## config.mk

```make
export PLATFORM = sky130hd
export DESIGN_NAME = dma_ob_cmd_decoder
export DESIGN_NICKNAME = d
export VERILOG_FILES = /design/src/rtl/dma_ob_cmd_decoder.sv
export SDC_FILE = /design/constraint.sdc
export NUM_CORES = 1
export LEC_CHECK = 0
export BUFFER_PORTS_ARGS = -buffer_cell sky130_fd_sc_hd__buf_4
export CORE_MARGIN = 5
export CORE_UTILIZATION = 40
export DETAILED_ROUTE_END_ITERATION = 10
export PLACE_DENSITY = 0.67
export RECOVER_POWER = 25
export SYNTH_ARGS = -nofsm -noshare
export SYNTH_HDL_FRONTEND = slang
export SYNTH_SLANG_ARGS = --single-unit
```

## constraint.sdc

```tcl
create_clock -name dmaClk -period 7.93 [get_ports dmaClk]
set_input_delay 0.793 -clock dmaClk [delete_from_list [all_inputs] [get_ports dmaClk]]
set_output_delay 0.793 -clock dmaClk [all_outputs]
set_load 0.01 [all_outputs]
```

## src/rtl/dma_ob_cmd_decoder.sv

```systemverilog
`timescale 1ns/1ps
// Executes outbound DMA beats as strobe/ack register commands and returns one response beat per command.
// Latency: accept at N, strobe at N+1, earliest ack at N+2, response valid at N+3; nop/format error respond at N+1.
// Backpressure: one command in flight; ob_tready stays low from accept until the response handshake completes.
module dma_ob_cmd_decoder #(
    parameter int unsigned TIMEOUT_CYC = 255
) (
    input  logic        dmaClk,
    input  logic        dmaRst,
    input  logic        ob_tvalid,
    input  logic [63:0] ob_tdata,
    input  logic [7:0]  ob_tkeep,
    input  logic        ob_tlast,
    output logic        ob_tready,
    output logic        cmd_wstr,
    output logic        cmd_rstr,
    output logic [17:0] cmd_addr,
    output logic [31:0] cmd_din,
    input  logic        cmd_wack,
    input  logic        cmd_rack,
    input  logic [31:0] cmd_dout,
    output logic        rsp_tvalid,
    output logic [63:0] rsp_tdata,
    output logic        rsp_tlast,
    input  logic        rsp_tready,
    output logic [15:0] err_count,
    output logic        busy
);

    typedef enum logic [1:0] {IDLE, EXEC, WAIT_ACK, RESP} state_t;

    localparam logic [1:0]  OP_NOP   = 2'b00;
    localparam logic [1:0]  OP_WR    = 2'b01;
    localparam logic [1:0]  OP_RD    = 2'b10;
    localparam logic [1:0]  OP_ILL   = 2'b11;
    // Timer counts completed wait cycles, so the last legal value is one short of the limit.
    localparam logic [15:0] TMO_LAST = 16'(TIMEOUT_CYC - 1);

    state_t      state;
    logic [1:0]  op_q;
    logic [15:0] timer;

    logic [1:0]  beat_op;
    logic [17:0] beat_addr;
    logic [31:0] beat_data;
    logic        beat_fmt_err;
    logic [15:0] err_count_inc;
    logic        unused_bits;

    assign beat_op      = ob_tdata[63:62];
    assign beat_addr    = ob_tdata[49:32];
    assign beat_data    = ob_tdata[31:0];
    assign beat_fmt_err = (ob_tkeep != 8'hFF) || (beat_op == OP_ILL);
    // Reserved command bits carry no meaning and are dropped.
    assign unused_bits  = ^ob_tdata[61:50];
    // Saturating increment: adds one unless already at all-ones.
    assign err_count_inc = err_count + {15'd0, ~&err_count};
    assign busy          = (state != IDLE);

    function automatic logic [63:0] rsp_word(input logic [1:0]  op,
                                             input logic        tmo,
                                             input logic        fmt,
                                             input logic [17:0] addr,
                                             input logic [31:0] data);
        return {op, tmo, fmt, 10'h000, addr, data};
    endfunction

    // Command FSM: accept beat, strobe, wait for ack or timeout, hold response until taken.
    always_ff @(posedge dmaClk or posedge dmaRst) begin
        if (dmaRst) begin
            state      <= IDLE;
            ob_tready  <= 1'b0;
            cmd_wstr   <= 1'b0;
            cmd_rstr   <= 1'b0;
            cmd_addr   <= '0;
            cmd_din    <= '0;
            op_q       <= OP_NOP;
            timer      <= '0;
            rsp_tvalid <= 1'b0;
            rsp_tdata  <= '0;
            rsp_tlast  <= 1'b0;
            err_count  <= '0;
        end else begin
            cmd_wstr <= 1'b0;
            cmd_rstr <= 1'b0;
            case (state)
                IDLE: begin
                    ob_tready <= 1'b1;
                    if (ob_tvalid && ob_tready) begin
                        ob_tready <= 1'b0;
                        op_q      <= beat_op;
                        rsp_tlast <= ob_tlast;
                        if (beat_fmt_err) begin
                            state      <= RESP;
                            rsp_tvalid <= 1'b1;
                            rsp_tdata  <= rsp_word(beat_op, 1'b0, 1'b1, beat_addr, 32'h0);
                            err_count  <= err_count_inc;
                        end else if (beat_op == OP_NOP) begin
                            state      <= RESP;
                            rsp_tvalid <= 1'b1;
                            rsp_tdata  <= rsp_word(beat_op, 1'b0, 1'b0, beat_addr, 32'h0);
                        end else begin
                            state    <= EXEC;
                            cmd_addr <= beat_addr;
                            cmd_din  <= beat_data;
                            cmd_wstr <= (beat_op == OP_WR);
                            cmd_rstr <= (beat_op == OP_RD);
                        end
                    end
                end
                EXEC: begin
                    // Strobe is visible this cycle; acks are only honoured from the next one.
                    state <= WAIT_ACK;
                    timer <= '0;
                end
                WAIT_ACK: begin
                    if ((op_q == OP_WR) && cmd_wack) begin
                        state      <= RESP;
                        rsp_tvalid <= 1'b1;
                        rsp_tdata  <= rsp_word(op_q, 1'b0, 1'b0, cmd_addr, cmd_din);
                    end else if ((op_q == OP_RD) && cmd_rack) begin
                        state      <= RESP;
                        rsp_tvalid <= 1'b1;
                        rsp_tdata  <= rsp_word(op_q, 1'b0, 1'b0, cmd_addr, cmd_dout);
                    end else if (timer == TMO_LAST) begin
                        state      <= RESP;
                        rsp_tvalid <= 1'b1;
                        rsp_tdata  <= rsp_word(op_q, 1'b1, 1'b0, cmd_addr, 32'hDEADBEEF);
                        err_count  <= err_count_inc;
                    end else begin
                        timer <= timer + 16'd1;
                    end
                end
                RESP: begin
                    if (rsp_tready) begin
                        rsp_tvalid <= 1'b0;
                        ob_tready  <= 1'b1;
                        state      <= IDLE;
                    end
                end
                default: state <= IDLE;
            endcase
        end
    end

endmodule

```

Yosys cells after proc, flatten, opt, wreduce, memory -nomap -nowiden
Index checks and enable logic that the tools add are counted.
{"block": "word_totals", "register_bits": 155, "out_inout_bits": 136}
{"block": "op_classes", "addsub": 2, "n_eq_ne": 19, "mux": 44, "n_bitwise": 2, "reduce_logical": 21}
{"operator": "2-to-1 mux 64 bit", "n": 6}
{"operator": "2-to-1 mux 16 bit", "n": 8}
{"operator": "case mux 64 bit (2 select lines)", "n": 1}
{"operator": "case mux 16 bit (2 select lines)", "n": 2}
{"operator": "2-to-1 mux 1 bit", "n": 17}
{"operator": "adder 16 x 1 -> 16 bit", "n": 1}
{"operator": "adder 16 x 1 -> 16 bit (second input constant)", "n": 1}
{"operator": "equality test 16 x 8 -> 1 bit (second input constant)", "n": 1}
{"operator": "AND reduction 16 bit", "n": 1}
{"operator": "2-to-1 mux 2 bit", "n": 7}
{"operator": "!= test 2 bit (second input constant)", "n": 7}
{"operator": "AND reduction 4 bit", "n": 3}
{"operator": "equality test 2 bit (second input constant)", "n": 5}
{"operator": "!= test 8 bit (second input constant)", "n": 1}
{"operator": "case mux 2 bit (4 select lines)", "n": 1}
{"operator": "nonzero test 2 bit", "n": 4}
{"operator": "equality test 2 x 1 -> 1 bit (second input constant)", "n": 3}
{"operator": "AND reduction 6 bit", "n": 1}
{"operator": "AND reduction 5 bit", "n": 1}
{"operator": "zero test 2 bit", "n": 2}
{"operator": "!= test 4 bit (second input constant)", "n": 1}
{"operator": "AND reduction 2 bit", "n": 2}
{"operator": "logical AND 1 bit", "n": 3}
{"operator": "!= test 3 bit (second input constant)", "n": 1}
{"operator": "other kinds (7)", "n": 8}

Depth between registers and ports, before layout
{"block": "depth", "depth_word": 7, "ltp_mapped": 10, "depth_no_buf": 10}

Least setup slack after synthesis
Ideal clock, no wire load.
{"block": "synth_timing", "kind": "register to register", "from": "register err_count[6]", "to": "register err_count[11]", "arrival_ns": 2.080, "required_time_ns": 7.804, "setup_slack_ns": 5.724, "stages_incl_launch_ff": 11, "n_path_buf": 0, "synth_period_minus_slack_ns": 2.206, "cell_sequence": "dfrtp_1 -> and4_1 -> and4_1 -> and3_1 -> nand3_1 -> ha_1 -> and3_1 -> and4_1 -> and3_1 -> nand3_1 -> xnor2_1"}
{"block": "synth_between", "elab_chain_len": 7, "word_cells_on_any_way": 9, "classes_between": "add/sub (1); mux (6); reduce/logical (2)"}
{"item": "start, declared", "line": "26", "text": "output logic [15:0] err_count,"}
{"item": "start signal, assigned", "line": "97", "text": "err_count <= err_count_inc;"}
{"item": "start signal, assigned", "line": "129", "text": "err_count <= err_count_inc;"}
{"item": "AND reduction 16 bit", "line": "57", "text": "assign err_count_inc = err_count + {15'd0, ~&err_count};"}
{"item": "zero test 1 bit", "line": "57"}
{"item": "adder 16 x 1 -> 16 bit *", "line": "57"}
{"item": "2-to-1 mux 16 bit", "line": "125", "text": "end else if (timer == TMO_LAST) begin"}
{"item": "2-to-1 mux 16 bit", "line": "121", "text": "end else if ((op_q == OP_RD) && cmd_rack) begin"}
{"item": "2-to-1 mux 16 bit", "line": "117", "text": "if ((op_q == OP_WR) && cmd_wack) begin"}
{"item": "case mux 16 bit (2 select lines) *", "line": "86", "text": "case (state)"}
Mark *: on every way between the ends. The rest lies on a longest branch, timed or not. The select of a mux whose other input is x is not followed.
A chain may end at the register's enable or synchronous reset.

Worst setup path in the final report
{"block": "layout_timing", "from": "register state[0]", "to": "register rsp_tdata[46]"}
{"block": "layout_between", "elab_chain_len": 3, "word_cells_on_any_way": 8, "classes_between": "eq/ne (4); mux (1); reduce/logical (3)"}
{"item": "start, declared", "line": "39", "text": "state_t state;"}
{"item": "start signal, assigned", "line": "71", "text": "state <= IDLE;"}
{"item": "start signal, assigned", "line": "94", "text": "state <= RESP;"}
{"item": "start signal, assigned", "line": "99", "text": "state <= RESP;"}
{"item": "equality test 2 bit / zero test 2 bit (equally long branches)", "line": "86"}
{"item": "!= test 4 bit (no line) (tied with other cells)"}
{"item": "AND reduction 4 bit (no line)"}
{"item": "end signal, assigned", "line": "96", "text": "rsp_tdata <= rsp_word(beat_op, 1'b0, 1'b1, beat_addr, 32'h0);"}
{"item": "end signal, assigned", "line": "101", "text": "rsp_tdata <= rsp_word(beat_op, 1'b0, 1'b0, beat_addr, 32'h0);"}
{"item": "end signal, assigned", "line": "120", "text": "rsp_tdata <= rsp_word(op_q, 1'b0, 1'b0, cmd_addr, cmd_din);"}
{"item": "end, declared", "line": "23", "text": "output logic [63:0] rsp_tdata,"}
Parallel ways exist; a longest one is shown, timed or not.

==> impl_metrics.tcl <==
set metrics [dict create \
    num_vias 5480 \
    grt_pass1_wl_mm 30.6 \
    layout.nets 915 \
    hp-class "flip-flop to flip-flop" \
    ant_nets 0 \
    period_share 0.479 \
    grt_pass1_vias 5698 \
    dp_hpwl_mm 13.4 \
    synth_most_common_cell "dfrtp_1" \
    worst_pin_slew_ns 3.15 \
    p_leak_nw 4.57 \
    cp_data_arrival_time_ns 4.07 \
    r2r_slack_ns 4.13 \
    fin_area_sq_mm 0.00895 \
    rr_worst_depth 7 \
    clk_pin_slew_worst_paths_ns 0.06 \
    clock-sinks 145 \
    core_sq_mm 0.0165 \
    syn2layout_area_growth_pct 34.7 \
    fin_worst_skew_ns 0.00923 \
    overflow 0 \
    slew-limit-headroom -1.11 \
    synth_top_area_cell "dfrtp_1" \
    worstSetupPathType "flip-flop to flip-flop" \
    finalWeightedCongestion 0.877 \
    die_y_um 139 \
    initialDrtViolationCount 270 \
    violations "max-capacitance violations, max-slew violations" \
    regToRegStartpoint "state[0]" \
    place_area_sq_mm 0.00843 \
    htreeDepth 4 \
    finalMaxSlewViolations 73 \
    synth.yosys.seq_area_share 0.546 \
    rows 47 \
    cts.repair.resized 0 \
    synth-edff-count 0 \
    status "finished, violations left" \
    hp-start "rsp_tdata[60]" \
    yosysWarnings 0 \
    drt_first_pass_iters 5 \
    antenna_cells 0 \
    drive_above_1_share 0.370 \
    syn_area_per_cell_sq_um 11.4 \
    dp.cells 997 \
    maxCapViolCount 1 \
    setup_viol 0 \
    grt_setup_unrepaired "false" \
    clk-insertion-delay-late_ns 0.41 \
    vdd_drop_max_mv 0.141 \
    io_pins 247 \
    cts_made_buffers 17 \
    hold_depth 2 \
    synth_cell_type_count 45 \
    synth_top_area_share 0.546 \
    finalSetupTns_ns 0 \
    dieArea_sq_mm 0.0193 \
    holdPathEnd "rsp_tdata[60]" \
    cts_tree "built" \
    reg2reg_to "rsp_tdata[46]" \
    async_flop_share 1.00 \
    antenna_found_initial 0 \
    clk_path_buf_depth 2 \
    synthCells 584 \
    cp-start-kind "flip-flop" \
    initial_core_util 0.403 \
    synthTopCellsByArea "dfrtp_1 (55%), mux2_2 (9.3%), nand2_1 (4.5%)" \
    portBuffers 224 \
    wl_mm 19.2 \
    vias_per_cell 5.33 \
    max_freq_ghz 0.263 \
    ys.flop_type "dfrtp_1" \
    final.fill_count 1475 \
    grt_max_degree 75 \
    root_buffer "clkbuf_16" \
    final_cells 1029 \
    wl_per_cell_um 18.7 \
    power.total_mw 1.65 \
    endpoint_kind "flip-flop" \
    syn-cell-area_sq_mm 0.00664 \
    power.density_mw_per_mm2 184 \
    hold_violations 0 \
    hold_buffers 0 \
    fp.dieW_um 139 \
    critical_path_required_ns 8.20 \
    path_max_fanout 65 \
    grt_util_all_layers 0.198 \
    cts_setup_buffers 0 \
    synth-seq-cells 145 \
    post-route-util 0.544 \
    min_period_ns 3.80 \
    netlist_top_cells_count "dfrtp_1 (145), nand2_1 (79), o21ai_0 (56)" \
    drc_errors 0 \
]
## state kept, by name, indices dropped and copies added (netlist names)
| signal | count |
|---|---|
| rsp_tdata | 54 |
| cmd_din | 32 |
| cmd_addr | 18 |
| err_count | 16 |
| timer | 16 |
| op_q | 2 |
| state | 2 |
| cmd_rstr | 1 |
| cmd_wstr | 1 |
| ob_tready | 1 |
| rsp_tlast | 1 |
| rsp_tvalid | 1 |
## worst max-delay path by stage
stage / start / endpoint / cells past startpoint
6_report: state[0] / rsp_tdata[46] / 7
5_1_grt: state[0] / rsp_tdata[46] / 7
3_5_place_dp: cmd_rack / rsp_tdata[46] / 6
4_1_cts: state[0] / rsp_tdata[47] / 7
2_1_floorplan: dmaRst / cmd_addr[0] / 1
3_3_place_gp: cmd_rack / rsp_tdata[48] / 6
## power by group
part	internal, mW	total [mW]	switching [mW]
Sequential	0.740	0.740	0
Combinational	0.0316	0.0584	0.0268
Clock	0.535	0.850	0.315
## per-stage QoR
stage	hold WS (ns)	worst slack [ns]
CTS	0.482	4.10
global placement	0.463	4.07
floorplan	0.460	3.24
detailed placement	0.468	3.98
finish	0.477	4.13
global route	0.502	3.76
## per-layer routing
metal | GRT usage | up-vias | share of wire
li1 | - | 2516 | -
met4 | 0.0685 | 0 | 0.020
met2 | 0.330 | 213 | 0.49
met5 | 0 | - | 0
met3 | 0.0869 | 28 | 0.095
met1 | 0.228 | 2723 | 0.39
## area by class of cell
type | instances | area, sq um | share of cell area
sequential | 145 | 3630 | 0.405
multi-input combinational | 396 | 2780 | 0.310
timing repair buffer | 228 | 1610 | 0.180
clock buffer | 19 | 443 | 0.0495
tap | 220 | 275 | 0.0308
clock inverter | 13 | 184 | 0.0205
inverter | 8 | 31.3 | 0.00349
## critical path, stage by stage, from the launching register on
cell	delay [ns]
dfrtp_1	0.41
inv_1	0.12
ha_2	0.17
buf_4	0.65
nand3_2	0.44
o22ai_4	0.96
buf_4	0.63
o21ai_0	0.20
## logic make-up after synthesis
logic type / share of synthesized area
AO/OA/AOI/OAI: 0.104
XOR/XNOR: 0.0303
adder cells (fa/ha/maj): 0.0151
other: 0.000564
AND/OR/NAND/NOR: 0.131
multiplexers: 0.131
flip-flops: 0.546
buffers and inverters: 0.0412
## layout by cell type (no fill, tap or decap), types with 8 or more instances in the layout
cell type,Yosys,final
nand3_1,16,16
nand4_1,16,16
xnor2_1,21,21
and4_1,8,8
mux2_2,55,55
dfrtp_1,145,145
and3_1,14,13
mux2i_1,25,25
clkbuf_1,15,28
a22o_1,8,8
nor2_1,13,13
clkbuf_16,0,17
o21ai_0,56,56
nand2_1,79,79
o221ai_1,24,24
conb_1,1,10
buf_4,13,200
Note: power is estimated with default switching activity, not from simulation.
